==> config.mk <==
export PLATFORM = sky130hd
export DESIGN_NAME = ycc_dct_scheduler
export DESIGN_NICKNAME = d
export VERILOG_FILES = /design/src/rtl/ycc_dct_scheduler.sv
export SDC_FILE = /design/constraint.sdc
export NUM_CORES = 2
export LEC_CHECK = 0
export ABC_AREA = 1
export BUFFER_PORTS_ARGS = -buffer_cell sky130_fd_sc_hd__clkbuf_2
export CAP_MARGIN = 25
export CORE_MARGIN = 2
export CORE_UTILIZATION = 35
export CTS_BUF_LIST = sky130_fd_sc_hd__clkbuf_4
export DETAILED_ROUTE_END_ITERATION = 16
export MAX_ROUTING_LAYER = met4
export PLACE_DENSITY = 0.58
export SYNTH_ARGS = -nofsm -noshare
export SYNTH_HDL_FRONTEND = slang
export SYNTH_SLANG_ARGS = --single-unit
==> constraint.sdc <==
create_clock -name clk -period 3.15 [get_ports clk]
set_input_delay 0.1575 -clock clk [delete_from_list [all_inputs] [get_ports clk]]
set_output_delay 0.1575 -clock clk [all_outputs]
set_load 0.02 [all_outputs]
==> src/rtl/ycc_dct_scheduler.sv <==
// Buffers the Y/Cb/Cr colour-transform streams in per-channel FIFOs and
// multiplexes them onto the shared row-DCT input in fixed-length, round-robin bursts.
module ycc_dct_scheduler #(
  parameter int unsigned DATA_W    = 10,
  parameter int unsigned BURST_LEN = 8,
  parameter int unsigned DEPTH     = 32
) (
  input  logic                   clk,
  input  logic                   rst,
  input  logic [2:0][DATA_W-1:0] in_data,
  input  logic [2:0]             in_valid,
  output logic [DATA_W-1:0]      out_data,
  output logic                   out_valid,
  input  logic                   out_ready,
  output logic [1:0]             out_ch,
  output logic                   out_first,
  output logic                   out_last,
  output logic [2:0]             ovf
);

  localparam int unsigned NCH    = 3;
  localparam int unsigned PTR_W  = (DEPTH > 1) ? $clog2(DEPTH) : 1;
  localparam int unsigned CNT_W  = $clog2(DEPTH + 1);
  localparam int unsigned BEAT_W = (BURST_LEN > 1) ? $clog2(BURST_LEN) : 1;

  if (DEPTH < BURST_LEN) begin : g_depth_check
    $error("ycc_dct_scheduler: DEPTH must be >= BURST_LEN");
  end

  typedef enum logic {IDLE, BURST} state_t;

  state_t              state, state_d;
  logic [1:0]          rr_ptr, rr_d;
  logic [1:0]          cur_ch, cur_ch_d;
  logic [BEAT_W-1:0]   beat, beat_d;
  logic                valid_d, first_d, last_d;
  logic [DATA_W-1:0]   data_d;
  logic [1:0]          cand;
  logic                found;

  logic [DATA_W-1:0]   mem      [NCH][DEPTH];
  logic [PTR_W-1:0]    wr_ptr   [NCH];
  logic [PTR_W-1:0]    rd_ptr   [NCH];
  logic [CNT_W-1:0]    count    [NCH];
  logic [DATA_W-1:0]   head     [NCH];
  logic [DATA_W-1:0]   head_nxt [NCH];
  logic [NCH-1:0]      push, pop, ovf_set;

  function automatic logic [PTR_W-1:0] ptr_inc(input logic [PTR_W-1:0] p);
    return (p == PTR_W'(DEPTH - 1)) ? '0 : p + PTR_W'(1);
  endfunction

  assign out_ch = cur_ch;

  // A push into a full FIFO is only accepted when the same cycle pops it.
  always_comb begin
    push    = '0;
    pop     = '0;
    ovf_set = '0;
    for (int i = 0; i < NCH; i++) begin
      pop[i]     = out_valid && out_ready && (cur_ch == 2'(i));
      push[i]    = in_valid[i] && ((count[i] != CNT_W'(DEPTH)) || pop[i]);
      ovf_set[i] = in_valid[i] && (count[i] == CNT_W'(DEPTH)) && !pop[i];
    end
  end

  always_comb begin
    for (int i = 0; i < NCH; i++) begin
      head[i]     = mem[i][rd_ptr[i]];
      head_nxt[i] = mem[i][ptr_inc(rd_ptr[i])];
    end
  end

  always_ff @(posedge clk) begin
    for (int i = 0; i < NCH; i++) begin
      if (push[i]) mem[i][wr_ptr[i]] <= in_data[i];
    end
  end

  always_ff @(posedge clk or posedge rst) begin
    if (rst) begin
      for (int i = 0; i < NCH; i++) begin
        wr_ptr[i] <= '0;
        rd_ptr[i] <= '0;
        count[i]  <= '0;
      end
      ovf <= '0;
    end else begin
      for (int i = 0; i < NCH; i++) begin
        if (push[i]) wr_ptr[i] <= ptr_inc(wr_ptr[i]);
        if (pop[i])  rd_ptr[i] <= ptr_inc(rd_ptr[i]);
        unique case ({push[i], pop[i]})
          2'b10:   count[i] <= count[i] + CNT_W'(1);
          2'b01:   count[i] <= count[i] - CNT_W'(1);
          default: ;
        endcase
      end
      ovf <= ovf | ovf_set;
    end
  end

  // Output registers are loaded one beat ahead from the FIFO head so they hold under stall.
  always_comb begin
    state_d  = state;
    rr_d     = rr_ptr;
    cur_ch_d = cur_ch;
    beat_d   = beat;
    valid_d  = out_valid;
    first_d  = out_first;
    last_d   = out_last;
    data_d   = out_data;
    cand     = '0;
    found    = 1'b0;
    unique case (state)
      IDLE: begin
        for (int k = 0; k < NCH; k++) begin
          cand = 2'((int'(rr_ptr) + k) % 3);
          if (!found && (count[cand] >= CNT_W'(BURST_LEN))) begin
            found    = 1'b1;
            state_d  = BURST;
            cur_ch_d = cand;
            beat_d   = '0;
            valid_d  = 1'b1;
            first_d  = 1'b1;
            last_d   = (BURST_LEN == 1);
            data_d   = head[cand];
          end
        end
      end
      BURST: begin
        if (out_ready) begin
          if (beat == BEAT_W'(BURST_LEN - 1)) begin
            state_d = IDLE;
            rr_d    = (cur_ch == 2'd2) ? 2'd0 : cur_ch + 2'd1;
            valid_d = 1'b0;
            first_d = 1'b0;
            last_d  = 1'b0;
          end else begin
            beat_d  = beat + BEAT_W'(1);
            first_d = 1'b0;
            last_d  = ((beat + BEAT_W'(1)) == BEAT_W'(BURST_LEN - 1));
            data_d  = head_nxt[cur_ch];
          end
        end
      end
      default: state_d = IDLE;
    endcase
  end

  always_ff @(posedge clk or posedge rst) begin
    if (rst) begin
      state     <= IDLE;
      rr_ptr    <= '0;
      cur_ch    <= '0;
      beat      <= '0;
      out_valid <= 1'b0;
      out_first <= 1'b0;
      out_last  <= 1'b0;
      out_data  <= '0;
    end else begin
      state     <= state_d;
      rr_ptr    <= rr_d;
      cur_ch    <= cur_ch_d;
      beat      <= beat_d;
      out_valid <= valid_d;
      out_first <= first_d;
      out_last  <= last_d;
      out_data  <= data_d;
    end
  end

endmodule
# Yosys cells after proc, flatten, opt, wreduce, memory -nomap -nowiden
# Memory sizes are Yosys's and may differ from the RTL's.
# Cells that the tools add are included.
# classes
n_addsub	16
div	3
n_lt_le_gt_ge	19
eq_ne	26
muxes	99
bitwise_logic	15
n_reduce_logical	36
# ops
operator	n
$mux W320	3
$bmux W10 S5	6
$mux W10	28
$demux W10 S5	3
$bmux W10 S2	4
$mod A32 B3 Y32 const B	2
$ge A6 B6 Y1 const B	9
$not A5 Y6	9
$bmux W6 S2	3
$mux W6	6
$pmux W6 S2	3
$mod A3 B3 Y32 const B	1
$add A5 B1 Y5 const B	6
$eq A5 B5 Y1 const B	6
$mux W5	6
$mux W1	22
$pmux W10 S2	1
$add A6 B1 Y6 const B	3
$eq A6 B6 Y1 const B	3
$ge A6 B4 Y1 const B	3
$logic_and A1 B1 Y1	18
$lt A6 B1 Y1 const B	3
$ne A6 B6 Y1 const B	3
$sub A6 B1 Y6 const B	3
25 further kinds	60
# totals
regBits	72
mem_bits_rw	960
inputBits	36
wordCells	233
memories	1
# memory_table
name	words	width	read_ports	rd_ports_with_merged_regs	write_ports	line	source
mem	3	320	3	0	3	41	logic [DATA_W-1:0] mem [NCH][DEPTH];

# Longest topological paths before layout
# depth
ltp_word	16
ltp_mapped	20
mapped_depth_nobuf	19

# Least setup slack after synthesis
# Ideal clock, no wire load.
# synth_path
kind	register to register
start	register cur_ch[1], in the netlist out_ch[1]
end	register count[4] (netlist bit)
setup_ns	0.131
t_arrival_ns	2.785
setup_slack_ns	0.235
stages_incl_launch_ff	21
period_less_slack_ns	2.915
path_cell_list	dfrtp_1 > inv_1 > nor2_2 > nand2_1 > inv_1 > nor2_1 > nor2_1 > inv_2 > ha_1 > clkbuf_1 > xnor2_1 > inv_1 > ha_1 > nor2_1 > or2_2 > nand2_1 > nand2_1 > nand2_1 > o21ai_0 > a21oi_1 > a21oi_1
# synth_via
elab_chain_len	6
word_cells_on_any_way	8
# synth_lines
element	line	source
start: declaration	34	logic [1:0] cur_ch, cur_ch_d;
start signal: assignment	163	cur_ch <= cur_ch_d;
$eq A2 B2 Y1 (*)	61	pop[i] = out_valid && out_ready && (cur_ch == 2'(i));
$logic_and A1 B1 Y1 (*)	61	
net pop[2]	47	logic [NCH-1:0] push, pop, ovf_set;
$logic_or A1 B1 Y1	62	push[i] = in_valid[i] && ((count[i] != CNT_W'(DEPTH)) || pop[i]);
$logic_and A1 B1 Y1	62	
$eq A2 B1 Y1 or $eq A2 B2 Y1 (tied branches)	92	unique case ({push[i], pop[i]})
$pmux W6 S2 or $reduce_bool A2 Y1 (tied branches)	--	
end signal: indexed assignment	93	2'b10: count[i] <= count[i] + CNT_W'(1);
end signal: indexed assignment	94	2'b01: count[i] <= count[i] - CNT_W'(1);
end: declaration	44	logic [CNT_W-1:0] count [NCH];
# The timed path passes the listed nets; every way through them passes the cells marked *.
# A chain may end at the register's enable or synchronous reset.

# Worst setup path in the final report
# layout_path
start	register rd_ptr[10] (netlist bit)
end	register out_data[1]
# layout_via
elab_chain_len	12
word_cells_on_any_way	29
# layout_lines
element	line	source
start: declaration	43	logic [PTR_W-1:0] rd_ptr [NCH];
start signal: indexed assignment	91	if (pop[i]) rd_ptr[i] <= ptr_inc(rd_ptr[i]);
$add A5 B1 Y5 or $eq A5 B5 Y1 (tied branches)	50	return (p == PTR_W'(DEPTH - 1)) ? '0 : p + PTR_W'(1);
$mux W5	50	
$not A5 Y6 (implied by the code)	70	head_nxt[i] = mem[i][ptr_inc(rd_ptr[i])];
$bmux W10 S5	70	
$mux W10 (implied by the code) (2 in series)	70	
$bmux W10 S2	142	data_d = head_nxt[cur_ch];
$mux W10 (implied by the code) (2 in series)	142	
$mux W10	132	if (beat == BEAT_W'(BURST_LEN - 1)) begin
$mux W10	131	if (out_ready) begin
$pmux W10 S2 (*)	114	unique case (state)
end signal: assignment	168	out_data <= data_d;
end: declaration	12	output logic [DATA_W-1:0] out_data,
# Every way passes the cells marked *; elsewhere a longest branch is shown, timed or not. The select of a mux whose other input is x is not followed.

==> impl_metrics.env <==
export IMPL_final_min_clock_period_ps=3030
export IMPL_outcome="finished clean"
export IMPL_power_switching_uw=30700
export IMPL_share_of_async_settable_or_async_resettable_flops_after_synthesis=0.0698
export IMPL_drive_above_1_share=0.146
export IMPL_numCtsBuffers=312
export IMPL_synth_top_cell_area_share=0.535
export IMPL_critPathMostFrequentCell="sky130_fd_sc_hd__nand3_1"
export IMPL_crit_start="rd_ptr[10]$_DFFE_PP0P_"
export IMPL_yosys_top_cells_area="sky130_fd_sc_hd__edfxtp_1 53%, sky130_fd_sc_hd__nand3_1 10%, sky130_fd_sc_hd__nand2_1 7.2%, sky130_fd_sc_hd__o211ai_1 4.4%, sky130_fd_sc_hd__o21ai_0 4.4%"
export IMPL_final_instance_count_excl_fill=8447
export IMPL_report_final_hold_viol_count=0
export IMPL_cts_reportedPaths_clkPinSlew_ps=70
export IMPL_synth_nets=6000
export IMPL_detailedPlacementHpwl_microns=118000
export IMPL_finalSetupViolCount=0
export IMPL_r2r_end="out_data[1]$_DFFE_PP0P_"
export IMPL_clkPwrFrac=0.196
export IMPL_worst_path_dominant_cell_family="simple AND/OR/NAND/NOR gates"
export IMPL_final_setup_skew_ps=140
export IMPL_powerDensity_mw_per_mm2=1040
export IMPL_fillerInstances=14995
export IMPL_critical_path_required_ps=4310
export IMPL_report_final_slew_viol_count=0
export IMPL_total_leakage_power_uw=0.0242
export IMPL_worstHoldPathType="input port to flop"
export IMPL_library_cell_with_the_highest_instance_count_after_synthesis="sky130_fd_sc_hd__nand3_1"
export IMPL_number_of_storage_elements_in_the_synthesis_netlist=1032
export IMPL_cts_max_level=5
export IMPL_numPortBuffers=53
export IMPL_synth_flop_cell="sky130_fd_sc_hd__edfxtp_1"
export IMPL_area_growth_syn_to_layout_pct=15.3
export IMPL_placed_cells_incl_taps=7865
export IMPL_netSwitchingFraction=0.477
export IMPL_die_area_sq_mm=0.157
export IMPL_final_nets=6278
export IMPL_detail_route_first_pass_iterations=6
export IMPL_routedWlPerCell_microns=22.0
export IMPL_clk_latency_ps=1310
export IMPL_cp_slowest_stage_delay_ps=520
export IMPL_clockBufferDepth=4
export IMPL_core_area_sq_mm=0.152
export IMPL_holdPathStages=5
export IMPL_postSynthCellCount=5927
export IMPL_worst_path_max_delay_cell="sky130_fd_sc_hd__dfrtp_4"
export IMPL_worst_setup_path_end_kind="flop"
export IMPL_r2r_start="rd_ptr[10]$_DFFE_PP0P_"
export IMPL_synth_top_cells_by_count="1,075 x sky130_fd_sc_hd__nand3_1, 1,033 x sky130_fd_sc_hd__nand2_1, 960 x sky130_fd_sc_hd__edfxtp_1"
export IMPL_clock_root_buffer="sky130_fd_sc_hd__clkbuf_4"
export IMPL_number_of_antenna_violations_at_the_first_check_in_global_routing=6
export IMPL_power_frac_comb=0.541
export IMPL_crit_path_start_kind="flop"
export IMPL_setup_reg_to_reg_worst_slack_ps=120
export IMPL_drt_first_iter_violations=5497
export IMPL_fp_dieH_microns=396
export IMPL_hold_path_startpoint="in_valid[1]"
export IMPL_cts_sinks=1032
export IMPL_design_portCount=54
export IMPL_drv_cap=0
export IMPL_detail_route_wirelength_microns=186000
export IMPL_yosys_warnings=0
export IMPL_worst_ir_drop_vdd_uv=891
export IMPL_synth_enable_flop_cells=960
export IMPL_crit_fanout=13
export IMPL_max_slew_worst_pin_slew_ps=1020
export IMPL_row_count=143
export IMPL_gpl_final_weighted_congestion=0.981
export IMPL_netlist_top_cell_by_area="sky130_fd_sc_hd__edfxtp_1"
export IMPL_worst_r2r_path_depth=18
export IMPL_drt_vias_per_instance=5.50
export IMPL_num_vias=46483
export IMPL_cts_tree="done"
export IMPL_grt_overflow_total=0
export IMPL_p_int_uw=33800
export IMPL_slew_limit_headroom=0.314
export IMPL_postRouteAntennaNets=0
export IMPL_grt_first_pass_wirelength_microns=275000
export IMPL_multi_input_logic_area_sq_mm=0.0192
export IMPL_maximum_number_of_pins_on_one_net_before_global_route_repair=171
export IMPL_maximum_achievable_frequency_mhz=330
export IMPL_p_seq_frac=0.263
export IMPL_die_w_microns=396
export IMPL_worst_endpoint_arrival_ps=4190
export IMPL_final_min_period_over_clock_period=0.962
export IMPL_via_count_of_the_first_global_routing_pass=44214
export IMPL_final_seq_area_sq_mm=0.0306
export IMPL_synth_seq_area_share=0.568
export IMPL_timing_critical_path_cells="ha_1 -> nand2_1 -> nor2_1 -> ha_2 -> nor2_4 -> buf_12 -> buf_4 -> nand2_1 -> o211ai_1 -> nand3_1 -> nand3_1 -> nand3_1 -> nand3_1 -> nand3_1 -> nor2_1 -> nor2_1 -> nand2_1 -> nand2_1"
export IMPL_syn_area_per_cell_sq_um=9.09
export IMPL_total_power_uw=64500
export IMPL_rsz0062_at_grt="true"
export IMPL_critical_path_class="flop to flop"
export IMPL_drc=0
export IMPL_hold_path_endpoint="wr_ptr[7]$_DFFE_PP0P_"
export IMPL_post_synth_num_cell_types=45
export IMPL_synth_cell_area_sq_mm=0.0539
export IMPL_worst_path_buf_inv=2
export IMPL_floorplan_initialDensity=0.353
export IMPL_groute_usage_overall=0.238
## routing by layer
metal,up-vias,share of wire,GRT usage
met4,0,0.036,0.0953
met1,22142,0.42,0.313
li1,21440,-,-
met2,2437,0.46,0.366
met5,-,0,-
met3,464,0.091,0.0401
## worst reg2reg max path, delay by kind of cell (launching register included)
family	cells	cell delay, ps
adder cells (fa/ha/maj)	2	440
flip-flops	1	520
AO/OA/AOI/OAI	1	90
buffers and inverters	2	370
AND/OR/NAND/NOR	13	1470
## timing repair
item	CTS	global route
gates cloned	0	2
setup endpoints to repair	1	14
buffers inserted	0	4
hold buffers	40	0
pin swaps	0	1
resized for setup	1	39
hold endpoints to repair	1267	0
## how the worst max path moves through the flow
stage | end | slack, ps | depth (start not counted)
final | out_data[1]$_DFFE_PP0P_ | 120 | 18
after global routing | out_data[3]$_DFFE_PP0P_ | -80 | 19
after CTS | out_data[1]$_DFFE_PP0P_ | 30 | 21
after detailed placement | out_data[7]$_DFFE_PP0P_ | -30 | 20
after global placement | out_data[7]$_DFFE_PP0P_ | -80 | 20
after floorplan | count[4]$_DFFE_PP0P_ | 230 | 20
## registers in the layout, summed over array words and instances, names as in the netlist
| register | flops |
|---|---|
| beat | 3 |
| count | 18 |
| mem | 960 |
| out_ch | 2 |
| out_data | 10 |
| out_first | 1 |
| out_last | 1 |
| out_valid | 1 |
| ovf | 3 |
| rd_ptr | 15 |
| rr_ptr | 2 |
| state | 1 |
| wr_ptr | 15 |
## per-stage QoR
step / setup WS [ps] / hold WS, ps / util / cell area, sq um / setup TNS (ps)
detailed placement: -30.2 / 273 / 0.378 / 57600 / -30.2
global placement: -83.0 / 259 / 0.376 / 57400 / -89.1
global route: -78.0 / 14.8 / 0.407 / 62100 / -255
CTS: 33.7 / 31.5 / 0.405 / 61700 / 0
floorplan: 235 / 256 / - / 53900 / 0
finish: 121 / 93.4 / 0.407 / 62100 / 0
## cell type report
type / instances / area share
sequential: 1032 / 0.493
multi-input combinational: 3869 / 0.309
timing repair buffer: 380 / 0.0599
clock buffer: 456 / 0.0551
tap: 2030 / 0.0409
inverter: 610 / 0.0369
clock inverter: 62 / 0.00473
antenna: 8 / 0.000322
## power by group through the flow
stage	Clock [uW]	Combinational [uW]	Sequential, uW
global route	13600	37600	17100
detailed placement	0	33700	17200
floorplan	0	21000	17000
finish	12600	34900	17000
global placement	0	33400	17200
CTS	12900	33900	16900
## placed cells by master (no fill, tap or decap), drive strengths merged, types with 46 or more instances in the layout
cell,count
inv,607
nor3,46
nand3,1076
clkbuf,513
o21ai,496
o211ai,319
nor2,351
edfxtp,960
dfrtp,72
a21oi,411
clkinv,63
nand2,1037
buf,283
## cell families (layout without fill, tap and decap cells)
group | after synthesis | in the layout | share of synthesized area
fa+ha+maj | 37 | 37 | 0.00859
flops | 1032 | 1032 | 0.568
other cells | 0 | 8 | 0
compound gates | 1250 | 1250 | 0.132
simple gates | 2563 | 2563 | 0.208
xor+xnor | 19 | 19 | 0.00309
buf+inv | 1026 | 1508 | 0.0795
No activity file was read; power rests on OpenSTA's default activity.
